**config.mk**
```make
export PLATFORM = sky130hd
export DESIGN_NAME = convert_bit_16be
export DESIGN_NICKNAME = d
export VERILOG_FILES = /design/src/rtl/fp_conv_pkg.sv /design/src/rtl/lzc10.sv /design/src/rtl/convert_bit_16be.sv
export SDC_FILE = /design/constraint.sdc
export NUM_CORES = 1
export LEC_CHECK = 0
export CORE_MARGIN = 1.5
export CORE_UTILIZATION = 43
export CTS_CLUSTER_DIAMETER = 40
export DETAILED_ROUTE_END_ITERATION = 12
export PLACE_DENSITY = 0.85
export SYNTH_ARGS = -nofsm -noshare
export SYNTH_HDL_FRONTEND = slang
export SYNTH_HIERARCHICAL = 1
export SYNTH_SLANG_ARGS = --single-unit
```
**constraint.sdc**
```tcl
create_clock -name clk -period 6.2 [get_ports clk]
set_input_delay 0.93 -clock clk [delete_from_list [all_inputs] [get_ports clk]]
set_output_delay 0.93 -clock clk [all_outputs]
set_load 0.01 [all_outputs]
```
**src/rtl/fp_conv_pkg.sv**
```systemverilog
// fp_conv_pkg: shared binary16/binary32 field widths, biases and class encoding
package fp_conv_pkg;
  localparam int FP16_EXP_W = 5;
  localparam int FP16_MAN_W = 10;
  localparam int FP32_EXP_W = 8;
  localparam int FP32_MAN_W = 23;
  localparam int FP16_BIAS = 15;
  localparam int FP32_BIAS = 127;
  localparam int BIAS_DELTA = FP32_BIAS - FP16_BIAS;
  localparam int SUB_BASE_EXP = 103;
  localparam logic [FP32_EXP_W-1:0] FP32_EXP_MAX = 8'hFF;
  localparam int QNAN_BIT = 22;
  typedef enum logic [2:0] {CLS_ZERO, CLS_SUB, CLS_NORM, CLS_INF, CLS_NAN} fp_class_e;
endpackage

```
**src/rtl/lzc10.sv**
```systemverilog
// lzc10: MSB position p_o of 10-bit m_i and all-zero flag zero_o (combinational)
module lzc10 (
  input  logic [9:0] m_i,
  output logic [3:0] p_o,
  output logic       zero_o
);
  always_comb begin
    p_o = '0;
    for (int i = 0; i < 10; i++) if (m_i[i]) p_o = 4'(i);
  end
  assign zero_o = ~|m_i;
endmodule

```
**src/rtl/convert_bit_16be.sv**
```systemverilog
// convert_bit_16be: registered binary16 (in[31:16]) to binary32 (out) converter, clk/rst sync active-high
module convert_bit_16be
  import fp_conv_pkg::*;
#(
  parameter bit LITTLE_ENDIAN_IN = 1'b0
) (
  input  logic        clk,
  input  logic        rst,
  input  logic [31:0] in,
  output logic [31:0] out
);
  logic [15:0] h;
  logic s;
  logic [FP16_EXP_W-1:0] e;
  logic [FP16_MAN_W-1:0] m, sub_m;
  logic [3:0] p;
  logic m_zero;
  fp_class_e cls;
  logic [FP32_EXP_W-1:0] exp_d;
  logic [FP32_MAN_W-1:0] frac_d;
  logic [31:0] out_d, out_q;
  logic unused_lo;
  assign unused_lo = ^in[15:0];
  assign h = LITTLE_ENDIAN_IN ? {in[23:16], in[31:24]} : in[31:16];
  assign {s, e, m} = h;
  lzc10 u_lzc (.m_i(m), .p_o(p), .zero_o(m_zero));
  // shifting by 10-p pushes the leading one out of the 10-bit field
  assign sub_m = m << (4'd10 - p);
  always_comb begin
    cls = (e == '0) ? (m_zero ? CLS_ZERO : CLS_SUB) : (&e) ? (m_zero ? CLS_INF : CLS_NAN) : CLS_NORM;
    exp_d = cls == CLS_ZERO ? '0 :
            cls == CLS_SUB  ? 8'(SUB_BASE_EXP) + {4'd0, p} :
            cls == CLS_NORM ? {3'd0, e} + 8'(BIAS_DELTA) : FP32_EXP_MAX;
    frac_d = cls == CLS_ZERO ? '0 :
             cls == CLS_SUB  ? {sub_m, 13'd0} :
             cls == CLS_NORM ? {m, 13'd0} :
             cls == CLS_INF  ? '0 : ({m, 13'd0} | (23'd1 << QNAN_BIT));
    out_d = {s, exp_d, frac_d};
  end
  always_ff @(posedge clk) out_q <= rst ? '0 : out_d;
  assign out = out_q;
endmodule

```
==> metrics.cfg, run 1 <==
[clocking]
cts_resized=0
hold_buffers=0
cts_buffers=3
ctsHtreeMaxLevel=1
cts_root_buffer=clkbuf_4
cts.sinks=18
postCtsSetupBuffers=0
cts_tree=done
ctsLongestPathBuffers=2
clk_pin_slew_ps=90

[finish]
final_common_cell=clkdlybuf4s50_1
fillerInstances=258
area_delta_synth_final_pct=25.3
drive_gt1_share_pct=11.7
nNetsFinal=218
largest_register_ffs=18
multi_input_area_sq_um=828
regArea_sq_um=360
most-common-layout-cells=clkdlybuf4s50_1 (36), dfxtp_1 (18), nor2_1 (15)
antennaDiodeCount=0

[pwr]
leakagePower_nw=0.655
pwr_density_cell_nw_per_um2=172
ir_worst_vdd_mv=0.0647
p_total_mw=0.282

[yosys]
syn-instance-count=148
ys.warnings.count=6
yosys.area.top_type=dfxtp_1
ys_async_sr_fraction_pct=0
ys_types=48
syn_avg_cell_area_sq_um=8.83
ys_ff_latch=18
synth_enable_flop_cells=0
ys.flop_type=dfxtp_1
ys_top_cells_by_area=dfxtp_1 (28%), buf_4 (8.6%), nor2_1 (4.3%)
netlist_area_sq_um=1310
synth_top_area_share_pct=27.6
seq_area_frac_synth_pct=27.6

[setup_path]
cp_slowest_cell=ha_1
crit_type=in -> reg
crit_top_cell=mux2_2
cpPeakStageDelay_ps=590
endpoint_kind=flip-flop
critical_path_arrival_ps=4040
crit_chain=clkdlybuf4s50_1, or2_2, a21oi_1, inv_1, ha_1, mux2_2, mux2_2, nand2_1, o21ai_0, a22o_1
cp_max_fo=12
crit_buf_inv=2
start_kind=input port
crit_required_ps=6390
critPathTopFamily=multiplexers

[floorplan]
rows=19
initial_core_util_pct=46.2
fp.dieArea_sq_um=3380
top_level_ports=66
die_x_microns=58.1
die_height_microns=58.1
core_sq_um=2830

[global_route]
grt_max_degree=17
overflow=0
grt_usage_pct=16.8
antenna_found_initial=0
grt_pass1_vias=1029
grt_pass1_wl_microns=4440

[timing]
fmax_mhz=259
layout_min_cycle_time_ps=3860
hold_slack_ps=1200
slew-limit-headroom_pct=58.2
hold_viol_final=0
maxSlewViolCount=0
fin_crit_sh_pct=62.2
tns_ps=0
setup_viol=0
rsz0062_at_grt=false
worstMarginPinSlew_ps=625

[drt]
vias_per_cell=5.44
drc=4
antenna_left=0
drt_pass1_iterations=8
drt_iter0_markers=54
routedWlPerCell_microns=12.9
wirelength_microns=2720
dr_total_vias=1147

[placed_design]
io_buffers=36
gp_congestion=0.862
dp_hpwl_microns=2100

[status]
status=finished with violations
violations=DRC

[job]
cap_viol_max_count=0

[min_path]
min-delay-path-class=in -> reg

## path summary, 6_finish.rpt
kind	startpoint	to	slack (ps)	cells past startpoint
worst min-delay path	in[31]	out[31]	1200	2
worst max-delay path	in[24]	out[18]	2340	10
## power breakdown
| group | switching (mW) | internal, mW |
|---|---|---|
| clock network | 0.0328 | 0.0226 |
| logic | 0.0530 | 0.0493 |
| registers | 0.00162 | 0.122 |
## cell type report
class,count,share of cell area [%]
Multi-Input combinational cell,117,50.6
Tap cell,31,2.37
Sequential cell,18,22.0
Inverter,5,1.15
Clock buffer,3,1.38
Timing Repair Buffer,37,22.5
## per-layer routing
| metal | track usage, % | part of all wire [%] |
|---|---|---|
| met2 | 26.8 | 50 |
| met1 | 22.1 | 41 |
| met4 | 8.97 | 2.9 |
| met3 | 2.01 | 6.7 |
| met5 | 0 | 0 |
## metrics by stage
step	instance area (sq um)	util (%)	cells	worst slack, ps
floorplan	1350	-	160	3100
global placement	1610	57.1	208	2110
detailed placement	1610	57.1	208	2060
CTS	1640	57.9	211	2360
global route	1640	57.9	211	2220
finish	1640	57.9	211	2340
## kinds of logic (layout without fill, tap and decap cells)
family | Yosys count | in the layout | share of synthesized area [%]
AOI/OAI and AO/OA | 34 | 34 | 18.4
xor gates and xnor gates | 5 | 5 | 5.36
adders and majority gates | 2 | 2 | 1.92
buffers and inverters | 25 | 45 | 12.8
DFF | 18 | 18 | 27.6
muxes | 13 | 13 | 12.5
other | 1 | 13 | 0.287
and+or+nand+nor | 50 | 50 | 21.2
## cells in the mapped netlist, types with 3 or more instances
master	instances
inv_1	5
mux2_1	3
o21ai_0	5
nand3_1	3
nand2_1	14
mux2i_1	5
mux2_2	3
a31oi_1	3
a22o_1	4
a21oi_1	8
nor2_1	15
dfxtp_1	18
o21ai_1	4
buf_4	15
Power figures use the tool's default switching activity.
==> inputs of run 2 (changes only) <==
--- a/config.mk
+++ b/config.mk
@@ -6,10 +6,10 @@
 export NUM_CORES = 1
 export LEC_CHECK = 0
 export CORE_MARGIN = 1.5
-export CORE_UTILIZATION = 43
+export CORE_UTILIZATION = 36
 export CTS_CLUSTER_DIAMETER = 40
 export DETAILED_ROUTE_END_ITERATION = 12
-export PLACE_DENSITY = 0.85
+export PLACE_DENSITY = 0.76
 export SYNTH_ARGS = -nofsm -noshare
 export SYNTH_HDL_FRONTEND = slang
 export SYNTH_HIERARCHICAL = 1
==> constraint.sdc (replaced) <==
create_clock -name clk -period 3.3 [get_ports clk]
set_input_delay 0.495 -clock clk [delete_from_list [all_inputs] [get_ports clk]]
set_output_delay 0.495 -clock clk [all_outputs]
set_load 0.01 [all_outputs]
==> run 2 against run 1 <==
Compared with the run above: via count increased by 0.87%; worst setup slack lost 1900 ps; die area increased by 18%; critical endpoint is now out[20]; design area up 8.4%; count of clock-buffer cells in the layout increased by 1; global-route usage is 2.4 points lower; non-clock buffer count up 14; the flow now finishes without violations; sequential power grew 88%; utilization down 5.9 points; worst hold slack worse by 440 ps; cell count increased by 14%; wire length shrank 2.0%.
==> metrics.cfg, run 2 (same netlist as run 1, synthesis figures left out) <==
[global_route]
grt_usage_pct=14.4  ; -2.4 points
grt_pass1_vias=1061  ; +3.1%
grt_pass1_wl_microns=4700  ; +5.7%
grt_max_degree=16  ; -1
antenna_found_initial=0  ; unchanged
overflow=0  ; unchanged

[drt]
drt_iter0_markers=51  ; -5.6%
drt_pass1_iterations=4  ; -4
wirelength_microns=2670  ; -2.0%
routedWlPerCell_microns=11.1  ; -14%
dr_total_vias=1157  ; +0.87%
drc=0  ; -4
antenna_left=0  ; unchanged
vias_per_cell=4.80  ; -12%

[placed_design]
io_buffers=36  ; unchanged
dp_hpwl_microns=2180  ; +3.4%
dp_slack_ps=140  ; -1920 ps
dp_cells=237  ; +14%
gp_congestion=0.861  ; -0.17%
dpl_cell_area_sq_um=1740  ; +7.7%

[clocking]
cts_root_buffer=clkbuf_4
ctsLongestPathBuffers=2  ; unchanged
cts_tree=done
postCtsSetupBuffers=0  ; unchanged
clk_pin_slew_ps=100  ; about the same
ctsHtreeMaxLevel=1  ; unchanged
cts.sinks=18  ; unchanged
hold_buffers=0  ; unchanged
cts_buffers=3  ; unchanged
cts_resized=0  ; unchanged

[timing]
fmax_mhz=349
setup_viol=0  ; unchanged
layout_min_cycle_time_ps=2870
fin_ws_ps=434  ; -1910 ps
tns_ps=0  ; unchanged
worstMarginPinSlew_ps=529  ; -95.2 ps
maxSlewViolCount=0  ; unchanged
hold_viol_final=0  ; unchanged
slew-limit-headroom_pct=64.6  ; +6.4 points
fin_crit_sh_pct=86.9
rsz0062_at_grt=false

[setup_path]
cpPeakStageDelay_ps=520  ; -70 ps
endpoint_kind=flip-flop
crit_required_ps=3480  ; -2910 ps
start_kind=input port
critical_path_arrival_ps=3050  ; -990 ps
crit_chain=clkdlybuf4s50_1, nor2_1, a221oi_1, o31ai_2, inv_1, ha_1, buf_4, mux2_1, o21ai_0, o21ai_0, a22o_1
crit_buf_inv=3  ; +1
crit_type=in -> reg
cp_slowest_cell=clkdlybuf4s50_1
critPathTopFamily=compound AO/OA/AOI/OAI gates
crit_top_cell=o21ai_0
cp_max_fo=6  ; -6

[floorplan]
top_level_ports=66  ; unchanged
rows=21  ; +2
core_sq_um=3420  ; +21%
die_x_microns=63.2  ; +8.8%
fp.dieArea_sq_um=4000  ; +18%
initial_core_util_pct=38.2  ; -7.9 points
die_height_microns=63.2  ; +8.8%

[min_path]
hp-start=in[31]
holdPathStages=2  ; unchanged
min_to=out[31]
min-delay-path-class=in -> reg

[finish]
most-common-layout-cells=clkdlybuf4s50_1 (36), dfxtp_1 (18), nor2_1 (15), buf_4 (15), nand2_1 (14)
nNetsFinal=232  ; +6.4%
drive_gt1_share_pct=18.5  ; +6.8 points
stdcell_count=241  ; +14%
antennaDiodeCount=0  ; unchanged
largest_register_ffs=18  ; unchanged
fin_area_sq_um=1770  ; +8.4%
final_common_cell=clkdlybuf4s50_1
area_delta_synth_final_pct=35.8

[pwr]
ir_worst_vdd_mv=0.107  ; +66%
p_total_mw=0.568  ; +100%
pwr_density_cell_nw_per_um2=320  ; +86%
leakagePower_nw=0.729  ; +11%

[job]
cap_viol_max_count=0  ; unchanged

[status]
status=completed

==> run 2: power by group <==
group          total (mW)  switching, mW  internal, mW
registers           0.233        0.00278         0.230
clock network       0.128         0.0612        0.0671
logic               0.208          0.101         0.107
==> run 2: cell type report <==
class,instances,area (sq um)
Fill cell,320,1640
Multi-Input combinational cell,117,828
Inverter,5,18.8
Timing Repair Buffer,51,473
Tap cell,46,57.6
Clock buffer,4,36.3
Sequential cell,18,360
==> run 2: metal layers <==
layer / GRT usage [%] / up-vias / part of all wire (%)
li1: - / 591 / -
met1: 18.8 / 520 / 44
met2: 24.1 / 44 / 51
met3: 1.43 / 2 / 4.7
met4: 6.25 / 0 / 0.53
met5: 0 / - / 0
==> run 2: metrics by stage <==
step           utilization (%)  hold slack [ps]
2_1_floorplan                -              584
3_3_place_gp              50.9             1060
6_report                  51.9              761
5_1_grt                   51.9              762
4_1_cts                   51.9              757
3_5_place_dp              50.9             1070
==> run 2: worst max-delay path by stage <==
stage           start       to  slack, ps  depth (start not counted)
2_1_floorplan  in[24]  out[18]        630                          9
3_3_place_gp   in[20]  out[17]        180                         11
3_5_place_dp   in[20]  out[20]        140                         11
4_1_cts        in[20]  out[20]        450                         11
5_1_grt        in[20]  out[17]        230                         11
6_report       in[20]  out[20]        430                         11
